--- src/rtl/des_scheduler_pkg.sv ---
// Shared constants for the DES engine scheduler: FSM state codes and default
// operand widths.
package des_scheduler_pkg;

   localparam logic [1:0] ST_IDLE    = 2'd0;
   localparam logic [1:0] ST_LOAD    = 2'd1;
   localparam logic [1:0] ST_BUSY    = 2'd2;
   localparam logic [1:0] ST_DELIVER = 2'd3;

   localparam int DES_DATA_WIDTH = 64;
   localparam int DES_KEY_WIDTH  = 64;

endpackage

--- src/rtl/des_rr_arbiter.sv ---
// Combinational round-robin pick: first set request at or above rr_ptr,
// wrapping modulo NUM_REQ.
module des_rr_arbiter #(
   parameter int NUM_REQ = 4
) (
   input  logic [NUM_REQ-1:0]         req,
   input  logic [$clog2(NUM_REQ)-1:0] rr_ptr,
   output logic [NUM_REQ-1:0]         grant,
   output logic [$clog2(NUM_REQ)-1:0] idx,
   output logic                       any
);

   localparam int IDX_W = $clog2(NUM_REQ);

   logic [IDX_W:0]   sum;
   logic [IDX_W-1:0] pos;

   always_comb begin
      grant = '0;
      idx   = '0;
      any   = 1'b0;
      sum   = '0;
      pos   = '0;
      for (int off = 0; off < NUM_REQ; off++) begin
         // One extra bit so the wrap works for non-power-of-two NUM_REQ.
         sum = {1'b0, rr_ptr} + (IDX_W+1)'(off);
         if (sum >= (IDX_W+1)'(NUM_REQ)) begin
            sum = sum - (IDX_W+1)'(NUM_REQ);
         end
         pos = sum[IDX_W-1:0];
         if (!any && req[pos]) begin
            any        = 1'b1;
            grant[pos] = 1'b1;
            idx        = pos;
         end
      end
   end

endmodule

--- src/rtl/des_scheduler.sv ---
// Shares one DES engine among NUM_REQ requesters: round-robin grant, operand
// capture, start strobe, watchdog on the engine and result hand-back.
module des_scheduler
   import des_scheduler_pkg::*;
#(
   parameter int NUM_REQ    = 4,
   parameter int DATA_WIDTH = DES_DATA_WIDTH,
   parameter int KEY_WIDTH  = DES_KEY_WIDTH,
   parameter int TIMEOUT    = 31
) (
   input  logic                          clk,
   input  logic                          reset,
   input  logic [NUM_REQ-1:0]            req_din,
   input  logic [NUM_REQ*DATA_WIDTH-1:0] req_data_din,
   input  logic [NUM_REQ*KEY_WIDTH-1:0]  req_key_din,
   output logic [NUM_REQ-1:0]            grant_dout,
   output logic                          start_strobe_dout,
   output logic [DATA_WIDTH-1:0]         data_dout,
   output logic [KEY_WIDTH-1:0]          key_dout,
   input  logic                          done_strobe_din,
   input  logic [DATA_WIDTH-1:0]         engine_result_din,
   output logic                          result_valid_dout,
   output logic [NUM_REQ-1:0]            result_owner_dout,
   output logic [DATA_WIDTH-1:0]         result_dout,
   output logic                          result_error_dout,
   input  logic                          result_ack_din,
   output logic                          busy_dout
);

   localparam int IDX_W = $clog2(NUM_REQ);
   localparam int CNT_W = $clog2(TIMEOUT + 1);

   logic [1:0]            state_q, state_d;
   logic [IDX_W-1:0]      rr_ptr_q, rr_ptr_d;
   logic [NUM_REQ-1:0]    owner_q, owner_d;
   logic [IDX_W-1:0]      owner_idx_q, owner_idx_d;
   logic [DATA_WIDTH-1:0] data_q, data_d;
   logic [KEY_WIDTH-1:0]  key_q, key_d;
   logic [CNT_W-1:0]      cnt_q, cnt_d;
   logic [DATA_WIDTH-1:0] result_q, result_d;
   logic                  error_q, error_d;

   logic [NUM_REQ-1:0]    arb_grant;
   logic [IDX_W-1:0]      arb_idx;
   logic                  arb_any;
   logic [DATA_WIDTH-1:0] sel_data;
   logic [KEY_WIDTH-1:0]  sel_key;

   des_rr_arbiter #(
      .NUM_REQ (NUM_REQ)
   ) u_arb (
      .req    (req_din),
      .rr_ptr (rr_ptr_q),
      .grant  (arb_grant),
      .idx    (arb_idx),
      .any    (arb_any)
   );

   always_comb begin
      sel_data = '0;
      sel_key  = '0;
      for (int i = 0; i < NUM_REQ; i++) begin
         if (arb_grant[i]) begin
            sel_data = req_data_din[i*DATA_WIDTH +: DATA_WIDTH];
            sel_key  = req_key_din[i*KEY_WIDTH +: KEY_WIDTH];
         end
      end
   end

   always_comb begin
      state_d     = state_q;
      rr_ptr_d    = rr_ptr_q;
      owner_d     = owner_q;
      owner_idx_d = owner_idx_q;
      data_d      = data_q;
      key_d       = key_q;
      cnt_d       = cnt_q;
      result_d    = result_q;
      error_d     = error_q;
      case (state_q)
         ST_IDLE: begin
            if (arb_any) begin
               state_d     = ST_LOAD;
               owner_d     = arb_grant;
               owner_idx_d = arb_idx;
               data_d      = sel_data;
               key_d       = sel_key;
            end
         end
         ST_LOAD: begin
            cnt_d   = '0;
            state_d = ST_BUSY;
         end
         ST_BUSY: begin
            cnt_d = cnt_q + CNT_W'(1);
            // A done strobe on the watchdog's last cycle still counts as success.
            if (done_strobe_din) begin
               result_d = engine_result_din;
               error_d  = 1'b0;
               state_d  = ST_DELIVER;
            end else if (cnt_q == CNT_W'(TIMEOUT)) begin
               result_d = '0;
               error_d  = 1'b1;
               state_d  = ST_DELIVER;
            end
         end
         ST_DELIVER: begin
            if (result_ack_din) begin
               state_d  = ST_IDLE;
               rr_ptr_d = (owner_idx_q == IDX_W'(NUM_REQ - 1)) ? '0
                                                               : owner_idx_q + IDX_W'(1);
            end
         end
         default: state_d = ST_IDLE;
      endcase
   end

   always_ff @(posedge clk or negedge reset) begin
      if (!reset) begin
         state_q     <= ST_IDLE;
         rr_ptr_q    <= '0;
         owner_q     <= '0;
         owner_idx_q <= '0;
         data_q      <= '0;
         key_q       <= '0;
         cnt_q       <= '0;
         result_q    <= '0;
         error_q     <= 1'b0;
      end else begin
         state_q     <= state_d;
         rr_ptr_q    <= rr_ptr_d;
         owner_q     <= owner_d;
         owner_idx_q <= owner_idx_d;
         data_q      <= data_d;
         key_q       <= key_d;
         cnt_q       <= cnt_d;
         result_q    <= result_d;
         error_q     <= error_d;
      end
   end

   assign grant_dout         = (state_q == ST_LOAD) ? owner_q : '0;
   assign start_strobe_dout  = (state_q == ST_LOAD);
   assign data_dout          = data_q;
   assign key_dout           = key_q;
   assign result_valid_dout  = (state_q == ST_DELIVER);
   assign result_owner_dout  = (state_q == ST_DELIVER) ? owner_q : '0;
   assign result_dout        = result_q;
   assign result_error_dout  = error_q && (state_q == ST_DELIVER);
   assign busy_dout          = (state_q != ST_IDLE);

endmodule

--- config.mk ---
export PLATFORM = sky130hd
export DESIGN_NAME = des_scheduler
export DESIGN_NICKNAME = d
export VERILOG_FILES = /design/src/rtl/des_scheduler_pkg.sv /design/src/rtl/des_rr_arbiter.sv /design/src/rtl/des_scheduler.sv
export SDC_FILE = /design/constraint.sdc
export NUM_CORES = 1
export LEC_CHECK = 0
export BUFFER_PORTS_ARGS = -buffer_cell sky130_fd_sc_hd__buf_2
export CAP_MARGIN = 20
export CORE_AREA = 8 8 304 306
export CTS_BUF_LIST = sky130_fd_sc_hd__clkbuf_4 sky130_fd_sc_hd__clkbuf_8
export CTS_CLUSTER_SIZE = 28
export DETAILED_ROUTE_END_ITERATION = 8
export DIE_AREA = 0 0 312 314
export GPL_ROUTABILITY_DRIVEN = 0
export PLACE_DENSITY = 0.31
export SLEW_MARGIN = 20
export SYNTH_ARGS = -nofsm -noshare
export SYNTH_HDL_FRONTEND = slang
export SYNTH_SLANG_ARGS = --single-unit
--- constraint.sdc ---
create_clock -name clk -period 9.4 [get_ports clk]
set_input_delay 0.47 -clock clk [delete_from_list [all_inputs] [get_ports clk]]
set_output_delay 0.47 -clock clk [all_outputs]
set_load 0.005 [all_outputs]
## Word-level counts from Yosys, hierarchy flattened

Index checks and enable logic that the tools add are counted.

- Register bits: 208
- Word-level logic and storage cells: 113
- Output and inout port bits: 204
- Bits of input ports: 584

- Equal/unequal tests: 8
- $add $sub $neg: 9
- $lt $le $gt $ge: 12
- Reduce and logical (&&, ||, !) cells: 19
- Bitwise gates (word level): 3
- Muxes and demuxes: 53

Operators by type and width:

| cell | number |
|---|---|
| $mux W64 | 10 |
| $mux W2 | 13 |
| $mux W4 | 6 |
| $mux W1 | 14 |
| $lt A2 B3 Y1 const B | 4 |
| $or A4 B4 Y4 | 3 |
| $pmux W5 S2 | 1 |
| $ge A3 B3 Y1 const B | 3 |
| $bmux W1 S2 | 4 |
| $demux W1 S2 | 4 |
| $ge A2 B1 Y1 const B | 4 |
| $logic_and A1 B1 Y1 | 8 |
| $pmux W2 S4 | 1 |
| $sub A2 B1 Y2 const B | 4 |
| $add A2 B2 Y3 const B | 2 |
| $eq A2 B2 Y1 const B | 3 |
| $reduce_and A2 Y1 | 3 |
| $reduce_bool A2 Y1 | 3 |
| $add A5 B1 Y5 const B | 1 |
| $eq A5 B5 Y1 const B | 1 |
| $add A2 B1 Y3 const B | 1 |
| $ge A2 B3 Y1 const B | 1 |
| $logic_not A1 Y1 | 3 |
| $ne A3 B3 Y1 const B | 1 |
| 6 further kinds | 6 |

## Longest topological paths before layout

Gate-level depths: netlist of the first run.

- Depth after elaboration: 18
- Mapped depth: 12
- Depth with buffers taken out: 8

## By module

From an unflattened synthesis of the first run, not the netlist that was laid out.

- Cell total of the unflattened synthesis: 1239
- Area, all modules: 11578.6 um^2

By module, submodules not included:

| module | times used | cells an instance | area an instance (um^2) | seq. area each (um^2) |
|---|---|---|---|---|
| des_scheduler | 1 | 1194 | 11157.0 | 5205.0 |
| des_rr_arbiter | 1 | 45 | 421.7 | 0.0 |

## Least setup slack after synthesis of the first run

Ideal clock, no wire load.

- Kind: flip-flop to flip-flop
- Start point: reg rr_ptr_q[0]
- End point: reg key_q[20], in the netlist key_dout[20]
- Cell stages (with the launch flop): 13
- Clock period less this slack: 3.100 ns
- Buffers on the path: 4
- Required time: 9.301 ns
- Arrival time: 3.001 ns
- Setup time: 0.099 ns
- Path slack: 6.300 ns
- Cell sequence: dfrtp_1 > buf_2 > inv_1 > ha_1 > buf_2 > mux2_2 > and3_1 > a2111oi_4 > o21a_1 > buf_2 > buf_2 > nand3_1 > a311oi_1

- Longest elaborated chain between the ends: 18
- Elaborated cells between the ends (all ways): 65
- Those cells by class: add/sub (7); order compare (12); mux (32); bitwise (3); reduce/logical (11)

Ends and longest elaborated chain:

| what | RTL line | text |
|---|---|---|
| from (decl) | des_scheduler.sv:34 | `logic [IDX_W-1:0] rr_ptr_q, rr_ptr_d;` |
| from (signal assigned) | des_scheduler.sv:131 | `rr_ptr_q <= rr_ptr_d;` |
| parallel branches: the longest is 18 deep, another holds $add A2 B1 Y3 | -- |  |
| to (signal assigned) | des_scheduler.sv:135 | `key_q <= key_d;` |
| to (decl) | des_scheduler.sv:38 | `logic [KEY_WIDTH-1:0] key_q, key_d;` |

Parallel ways; which one is timed is not known. The select of a mux whose other input is x is not followed.
A chain may end at the register's enable or synchronous reset.

## Final worst setup path of the first run

- Start point: reg rr_ptr_q[0]
- End point: reg key_q[25], in the netlist key_dout[25]

The elaborated chain is that of the path after synthesis.

==> results.txt, run 1 <==
The tools report the number of setup violations in the final report as 0. Nature of the critical path startpoint: a register. At the end of the flow, the number of nets in the layout was 2693. Among cell families on the critical path, the largest total delay comes from compound AO/OA/AOI/OAI gates. The number of warnings printed during yosys synthesis came out at 0.

Startpoint of the lowest-slack register-to-register path: rr_ptr_q[0]. Setup repair after global routing left no endpoint under its margin. The mux contribution to synthesized area works out to 0.0176. For the total wire length after detailed routing, the log shows 82.0 mm. Dividing the detail-routed via count by the number of cells gives 4.50.

Summing every instance area after synthesis gives 0.0122 mm^2. By area, the combinational part of the netlist is dominated by compound AO/OA/AOI/OAI gates. For the core box area, the log shows 0.0876 mm^2.

The top flip-flop cell by instance count after synthesis was dfrtp_1. The logs give 49 for the number of buffers created by CTS and 5360 ps for the arrival time at the worst endpoint. During placement, the flow inserted port buffers numbering 787.

Worst hold path class: primary input to register. The library cell used most frequently in the layout, excluding fill and tap cells, is buf_2. The logs give 15700 for the via count of the first global-routing pass and 3 for the maximum clock insertion buffer count.

Traced cell by cell, the critical path runs through inv_1 > ha_1 > mux2_2 > mux2i_1 > a2111oi_4 > o21ai_4 > buf_4 > nand2_1 > a311oi_1. The global-route total usage across every layer came out at 0.156. The delay of the slowest critical-path stage was 920 ps; the wire length of the first global-routing pass was 116 mm. The portion of synthesized cell area occupied by the leading cell type came out at 0.427.

The share of synthesized flip-flops with an asynchronous set or reset was 1.00; the I/O pin count was 788. The worst clock skew on the final layout is 29.1 ps, and the part of the cycle the worst path needs is 0.516. The multi-input combinational cells in the finished layout cover a total of 0.00627 mm^2. Highest fanout seen on the critical path: 49.

Clock transition at the registers of the reported paths: 60 ps. The count of max-cap constraint violations came out at 0. Counting flops and latches in the post-synthesis netlist gives 208. The number of nets in the synthesized netlist is 1943.

For this run, the number of standard cells in the final layout without fillers is 3325. The tools report the total number of placement rows as 109. The ratio of cells with drive above 1 in the final layout came out at 0.433. In this run the remaining antenna-violating nets after routing total 0. In the layout the commonest cells are buf_2 (786), dfrtp_1 (208), nand2_1 (147), nor2_1 (140), nand3_1 (132). The critical path starts at rr_ptr_q[0].

The count of cell instances traversed by the critical path came out at 9. The post-synthesis simple-gate area fraction was 0.222. Slowest cell on the critical path: dfrtp_1. The routed layout has 15000 vias. In this run, the number of DRC markers left after iteration 0 of detailed routing was 1032.

The critical path ends at key_dout[25]. The register-to-register setup slack is 4550 ps, and the aggregate global routing overflow is 0. The logs give 5 for the detailed-routing iteration count for the pre-antenna-repair pass and 0 for the final number of max-transition violations. The die covers 0.0980 mm^2. The length in cells of the worst reg-to-reg path is 9, and the initial cell density of the core is 0.139.

The run gives 0 ps as the total negative setup slack. The category of the critical setup timing path is register to register. The later pin in the worst-skew pair is clocked with a latency of 630 ps. The synthesized-area fraction occupied by adder cells was 0.0154. After technology mapping, the gate count stands at 1344.

Together, buffers and inverters on the worst path number 2. The count of endpoints failing hold in the final timing report is 0. The number of antenna violations at the first check in global routing is 37. Dividing total power by cell area gives a power density of 370 mW/mm^2.

For the area used by sequential logic in the layout, the log shows 0.00520 mm^2. Once the clock tree was built, the resizer swapped 0 gates to a different size. By area the synthesized netlist is led by dfrtp_1 (43%), a311oi_1 (9.2%), o2bb2ai_1 (9.2%). The synthesized area per cell is 9.07 um^2. The post-synthesis compound-gate area fraction was 0.253; the clock sink count was 208.

The die is 312 um wide. The H-tree was split into 2 levels. Summed over all nets, the half-perimeter wirelength after detailed placement is 59.5 mm.

The area growth from synthesis to final layout was 53.6%; the per-cell routed wire length was 24.7 um. Entering global routing, the biggest net connects 132 pins. Clock period minus final worst setup slack: 4850 ps. TritonCTS built the clock tree.

The root buffer cell chosen for the clock tree is clkbuf_8. The endpoint identified for the worst register-to-register timing path is key_dout[25]. Timing would allow up to 206 MHz. The number of instances in the placed design was 3158; the die height was 314 um. The remaining max-slew budget at the tightest pin was 0.343; the transition at the pin with the smallest max-transition slack was 986 ps.

Summed over all instances, the cell type with the most area after synthesis is dfrtp_1. The tools report the static power due to leakage as 8.14 nW. The run finished with clean final reports. The logs give 0 for the count of unresolved DRC violations after routing and 0.208 mV for the maximum vdd ir drop. The share of the synthesized netlist area taken by xor and xnor gates works out to 0.000718. The run gives 0.427 as the sequential share of the synthesized area.

The tools report the type of destination of the critical path as a register. The number of enable-type register cells in the synthesized netlist works out to 0. The filler cell count was 9947.

The data required time at the worst endpoint was 9910 ps. The run gives 43 as the count of different cell masters after synthesis.
-- state kept, by name, indices dropped and copies added, names as in the netlist --
signal / cells
cnt_q: 5
data_dout: 64
error_q: 1
key_dout: 64
owner_idx_q: 2
owner_q: 4
result_dout: 64
rr_ptr_q: 2
state_q: 2
-- Yosys cell counts (all sizes together), types with 2 or more instances --
| cell | n |
|---|---|
| and2 | 10 |
| inv | 11 |
| dfrtp | 208 |
| clkbuf | 72 |
| a311oi | 128 |
| a21oi | 6 |
| and3 | 3 |
| a22o | 64 |
| mux2i | 8 |
| buf | 92 |
| mux2 | 4 |
| nor4 | 130 |
| nor2 | 142 |
| nand2b | 4 |
| a221oi | 2 |
| o22ai | 4 |
| o21ai | 15 |
| mux4 | 4 |
| nand3 | 132 |
| a31o | 2 |
| ha | 15 |
| o2bb2ai | 128 |
| nand2 | 147 |
-- worst min-delay path by stage --
stage / depth (start not counted) / end / from
final: 2 / result_dout[12] / engine_result_din[12]
after CTS: 2 / result_dout[21] / engine_result_din[21]
after global placement: 1 / result_dout[5] / reset
after detailed placement: 1 / result_dout[5] / reset
after global routing: 2 / result_dout[54] / engine_result_din[54]
after floorplan: 0 / cnt_q[0] / reset
-- report_power, final --
part / internal [mW] / total (mW) / switching, mW
clock network: 0.644 / 1.15 / 0.504
logic: 1.34 / 4.14 / 2.80
registers: 1.36 / 1.64 / 0.286
total: 3.34 / 6.93 / 3.59
-- metal layers --
metal / part of all wire / global-route usage
met1: 0.40 / 0.183
met2: 0.51 / 0.271
met3: 0.064 / 0.0398
met4: 0.027 / 0.0580
met5: 0.00032 / 0
-- cell type report --
| cell class | count | area share |
|---|---|---|
| tap | 1165 | 0.0778 |
| timing repair buffer | 863 | 0.249 |
| clock inverter | 8 | 0.00327 |
| multi-input combinational | 961 | 0.335 |
| antenna | 30 | 0.00401 |
| sequential | 208 | 0.278 |
| clock buffer | 79 | 0.0510 |
| inverter | 11 | 0.00220 |
-- kinds of logic after synthesis --
kind of cell / count (synthesis)
buf+inv: 175
mux: 16
simple gates: 571
xor+xnor: 1
flops: 208
compound gates: 358
fa+ha+maj: 15
-- repair_timing --
| action | 4_1_cts | 5_1_grt |
|---|---|---|
| setup buffers | 0 | 0 |
| endpoints found under the hold margin | 82 | 0 |
| hold buffers | 50 | 0 |
| endpoints found under the setup margin | 0 | 0 |
-- through the flow --
stage	hold WS (ps)	total power [mW]	worst slack [ps]	util	cell area, um^2
6_report	88.2	6.93	4550	0.214	18700
5_1_grt	20.0	7.47	4090	0.214	18700
4_1_cts	0.680	7.10	4440	0.213	18700
3_5_place_dp	383	5.87	4430	0.196	17100
3_3_place_gp	375	5.84	4470	0.196	17100
2_1_floorplan	174	4.12	6300	-	12200
(Power assumes the default switching activity.)
==> inputs of run 2 (changes only) <==
--- a/config.mk
+++ b/config.mk
@@ -5,15 +5,16 @@
 export SDC_FILE = /design/constraint.sdc
 export NUM_CORES = 1
 export LEC_CHECK = 0
+export ABC_AREA = 1
 export BUFFER_PORTS_ARGS = -buffer_cell sky130_fd_sc_hd__buf_2
 export CAP_MARGIN = 20
-export CORE_AREA = 8 8 304 306
+export CORE_AREA = 8 8 298 300
 export CTS_BUF_LIST = sky130_fd_sc_hd__clkbuf_4 sky130_fd_sc_hd__clkbuf_8
 export CTS_CLUSTER_SIZE = 28
 export DETAILED_ROUTE_END_ITERATION = 8
-export DIE_AREA = 0 0 312 314
+export DIE_AREA = 0 0 306 308
 export GPL_ROUTABILITY_DRIVEN = 0
-export PLACE_DENSITY = 0.31
+export PLACE_DENSITY = 0.36
 export SLEW_MARGIN = 20
 export SYNTH_ARGS = -nofsm -noshare
 export SYNTH_HDL_FRONTEND = slang
==> constraint.sdc (replaced) <==
create_clock -name clk -period 4.2 [get_ports clk]
set_input_delay 0.21 -clock clk [delete_from_list [all_inputs] [get_ports clk]]
set_output_delay 0.21 -clock clk [all_outputs]
set_load 0.005 [all_outputs]
==> run 2 against run 1 <==
  * Register-to-register slack lost 4200 ps
  * Clock power up 140%
  * Non-clock buffer count grew 387
  * Die area is 3.8% lower
  * Clock skew grew 31 ps
  * Sequential cell count is the same
  * Setup slack lost 4200 ps
  * Fmax rose by 25%
  * Worst hold slack worse by 21 ps
  * Synthesized cell count grew 57%
  * Design area up 31%
  * Highest routed layer unchanged
==> results.txt, run 2 <==
The run finished with clean final reports. Synth cell count leaders: nand2_1 (958), a21oi_1 (311), inv_1 (283) (was dfrtp_1 (208), nand2_1 (147), nor2_1 (142)). The category of the critical setup timing path was register to register (unchanged).

The number of port buffers was 787 (unchanged). The delay of the slowest critical-path stage is 560 ps (was 920 ps), and the fmax is 257 MHz (was 206 MHz). The tools report the total negative setup slack as 0 ps (unchanged). The slowest cell on the critical path was dlygate4sd3_1 (was dfrtp_1).

The logs give 2113 (was 1344) for the number of instances in the synthesized netlist and 0.502 mV (was 0.208 mV) for the maximum vdd ir drop. The vias per cell is 4.02 (was 4.50). The number of enable-type register cells in the synthesized netlist is 0 (unchanged). The net switching power is 10.8 mW (was 3.59 mW).

Startpoint of the lowest-slack register-to-register path: rr_ptr_q[1] (was rr_ptr_q[0]). The logs give 0.473 (was 0.343) for the remaining max-slew budget at the tightest pin and 0.372 (was 0.427) for the sequential share of the synthesized area. The core box area was 0.0842 mm^2 (was 0.0876 mm^2); the count of max-cap constraint violations was 0 (unchanged). Static power due to leakage: 14.1 nW (was 8.14 nW). The clock period minus final worst setup slack is 3890 ps (was 4850 ps), and the area growth from synthesis to final layout is 75.5% (was 53.6%).

TritonCTS built the clock tree. The number of warnings printed during yosys synthesis was 0 (unchanged); the half-perimeter wire length after detailed placement was 56.8 mm (was 59.5 mm). The type of destination of the critical path was a register (unchanged). The arrival time at the worst endpoint was 4340 ps (was 5360 ps); the length in cells of the worst reg-to-reg path was 17 (was 9). For the count of endpoints failing hold in the final timing report, the log shows 0 (unchanged). The leading cell type in the layout, fill and taps excluded was nand2_1 (was buf_2). The count of unresolved DRC violations after routing was 0 (unchanged). Most prevalent standard cell on the critical path: nand2_1.

The highest fanout seen on the critical path is 39 (was 49), and the register-to-register setup slack is 310 ps (was 4550 ps). Setup repair after global routing left no endpoint under its margin. The total number of placement rows is 107 (was 109), and the per-cell routed wire length is 17.7 um (was 24.7 um). The most frequently used cell type in the post-synthesis netlist was nand2_1 (was dfrtp_1). The critical path startpoint was rr_ptr_q[1] (was rr_ptr_q[0]).

The run gives 3869 (was 2693) as the layout net count. The worst hold path class is primary input to register (unchanged). The last element of the critical path is key_dout[22] (was key_dout[25]).

The power per unit of standard cell area works out to 923 mW/mm^2 (was 370 mW/mm^2). Detailed-routing iteration count for the pre-antenna-repair pass: 5 (unchanged). The tools report the share of total power in combinational logic as 0.725 (was 0.597). The run gives 208 (unchanged) as the clock sink count. The tools report the master cell of the clock root buffer as clkbuf_8 (unchanged). The data required time at the worst endpoint came out at 4660 ps (was 9910 ps). The top flip-flop cell by instance count after synthesis was dfrtp_1 (unchanged). The number of nets in the synthesized netlist was 2712 (was 1943); the sequential cell fraction of total power was 0.155 (was 0.237).

For the clock latency reported for the late side of the worst-skew pair, the log shows 620 ps (was 630 ps). The part of the cycle the worst path needs is 0.925 (was 0.516). The cell-internal power is 11.8 mW (was 3.34 mW). The tools report the nature of the critical path startpoint as a register (unchanged). Ratio of cells with drive above 1 in the final layout: 0.312 (was 0.433). The run gives 13 (was 37) as the number of antenna violations at the first check in global routing. Count of buffering cells on the critical path with inverters included: 6 (was 2). Deepest level of the CTS H-tree: 2 (unchanged). Number of setup violations in the final report: 0 (unchanged). The final number of max-transition violations is 0 (unchanged).

Count of different cell masters after synthesis: 33 (was 43). The run gives 0.291 (was 0.214) as the utilization after layout. The number of DRC violations after detailed-routing iteration 0 is 768 (was 1032), and the count of cell instances traversed by the critical path is 17 (was 9). The logs give 90 (was 132) for the maximum number of pins on one net before global-route repair and 3892 (was 3158) for the number of instances in the placed design. The aggregate global routing overflow is 0 (unchanged).

The total wire length after detailed routing was 77.9 mm (was 82.0 mm); the clock transition at the registers of the reported paths was 50 ps (was 60 ps). The die height is 308 um (was 314 um), and the transition at the pin with the smallest max-transition slack is 790 ps (was 986 ps). The share of power burned in the clock network was 0.120 (was 0.166).

The portion of synthesized cell area occupied by the leading cell type came out at 0.372 (was 0.427). The cell class contributing the biggest share of worst-path delay is buffers and inverters (was compound AO/OA/AOI/OAI gates). The largest area contributor in the synthesized netlist is dfrtp_1 (unchanged).

For the initial cell density of the core, the log shows 0.166 (was 0.139). Via count: 17700 (was 15000). For the overall die area, the log shows 0.0942 mm^2 (was 0.0980 mm^2). For the via count of the first global-routing pass, the log shows 18800 (was 15700). For the number of buffers created by CTS, the log shows 46 (was 49).

The final antenna-violating net count was 0 (unchanged). The width of the die came out at 306 um (was 312 um). The global-route total usage across every layer is 0.153 (was 0.156). The net switching share of the total power came out at 0.478 (was 0.518). The tools report the worst clock skew on the final layout as 60.2 ps (was 29.1 ps). The maximum clock insertion buffer count was 3 (unchanged). The tools report the endpoint of the most critical register-to-register path as key_dout[22] (was key_dout[25]). The tools report the post-synthesis instance area as 0.0140 mm^2 (was 0.0122 mm^2). The synthesized area per cell works out to 6.61 um^2 (was 9.07 um^2). Cell-by-cell listing of the critical path: inv_1 > ha_1 > inv_1 > nand3_1 > nand2_1 > nor2_4 > a21oi_2 > nand3_4 > clkinv_8 > buf_12 > nand2_1 > nand2_1 > nand2_1 > dlygate4sd3_1 > nand2_1 > dlygate4sd3_1 > nand2_1 (was inv_1 > ha_1 > mux2_2 > mux2i_1 > a2111oi_4 > o21ai_4 > buf_4 > nand2_1 > a311oi_1). For the final total power, the log shows 22.6 mW (was 6.93 mW). The tools report the I/O pin count as 788 (unchanged). Count of state elements after synthesis: 208 (unchanged). The filler-free cell count of the finished design came out at 4410 (was 3325). The wire length of the first global-routing pass is 113 mm (was 116 mm), and the share of synthesized flip-flops with an asynchronous set or reset is 1.00 (unchanged). Most frequent cells in the layout: nand2_1 (957), buf_2 (786), dlygate4sd3_1 (410), a21oi_1 (311), inv_1 (282) (was buf_2 (786), dfrtp_1 (208), nand2_1 (147), nor2_1 (140), nand3_1 (132)). Leading cell types by total area after synthesis: dfrtp_1 (37%), nand2_1 (26%), a21oi_1 (11%) (was dfrtp_1 (43%), a311oi_1 (9.2%), o2bb2ai_1 (9.2%)).
-- run 2: changes by cell type after synthesis, sizes merged, moves of 8 or more --
cell     change
inv        +275
mux2i        -8
buf         +21
and2        -10
nor2       -133
clkbuf      -42
a311oi     -128
o2bb2ai    -128
o21ai       -10
a21oi      +386
nand3      -121
nand2      +815
nor4       -130
-- run 2: metrics by stage --
stage	area, um^2	hold slack (ps)	setup slack (ps)
after floorplan	14000	-85.6	1860
after global placement	19100	294	952
after detailed placement	19100	294	900
after CTS	24300	14.4	94.1
after global routing	24500	70.7	54.4
final	24500	67.3	314
-- run 2: timing repair --
action / CTS / global route
setup buffers: 0 / 6
endpoints found under the setup margin: 0 / 3
hold endpoints to repair: 280 / 0
gates resized for setup: 0 / 8
hold buffers: 410 / 0
-- run 2: cell families (layout without fill, tap and decap cells) --
family,count (synthesis),in the layout,share of synthesized area
simple gates,991,993,0.272
other cells,0,12,0
buf+inv,429,1622,0.133
compound gates,470,470,0.209
flops,208,208,0.372
fa+ha+maj,15,15,0.0134
-- run 2: worst min-delay path, delay by kind of cell --
kind	cells	cell delay, ps
buffers and inverters	2	170
AND/OR/NAND/NOR	2	120
AO/OA/AOI/OAI	1	90
-- run 2: power by group through the flow --
stage / registers [mW] / logic (mW) / clock network, mW
global placement: 3.54 / 13.6 / 0
global route: 3.63 / 18.4 / 2.96
detailed placement: 3.51 / 13.6 / 0
CTS: 3.51 / 16.2 / 2.88
floorplan: 3.52 / 8.96 / 0
finish: 3.51 / 16.4 / 2.73
-- run 2: metal layers --
layer  vias up  track usage  wire, um
met5         -            0        13
li1       8898            -         -
met1      8128        0.172     30700
met3       112       0.0403      4940
met2       592        0.277     39900
met4         2       0.0518      2400
-- run 2: how the worst min path moves through the flow --
stage / start / end / slack [ps] / cells after the start
floorplan: reset / cnt_q[0] / -90 / 0
finish: req_data_din[247] / data_dout[55] / 70 / 5
CTS: req_data_din[247] / data_dout[55] / 10 / 5
detailed placement: reset / result_dout[46] / 290 / 1
global placement: reset / result_dout[46] / 290 / 1
global route: req_data_din[247] / data_dout[55] / 70 / 5
-- run 2: layout make-up --
type	count	area (um^2)
sequential	208	5210
clock buffer	77	997
multi-input combinational	1478	7000
tap	1090	1360
fill	9415	59700
inverter	286	1090
antenna	12	30.0
timing repair buffer	1250	8730
clock inverter	9	121
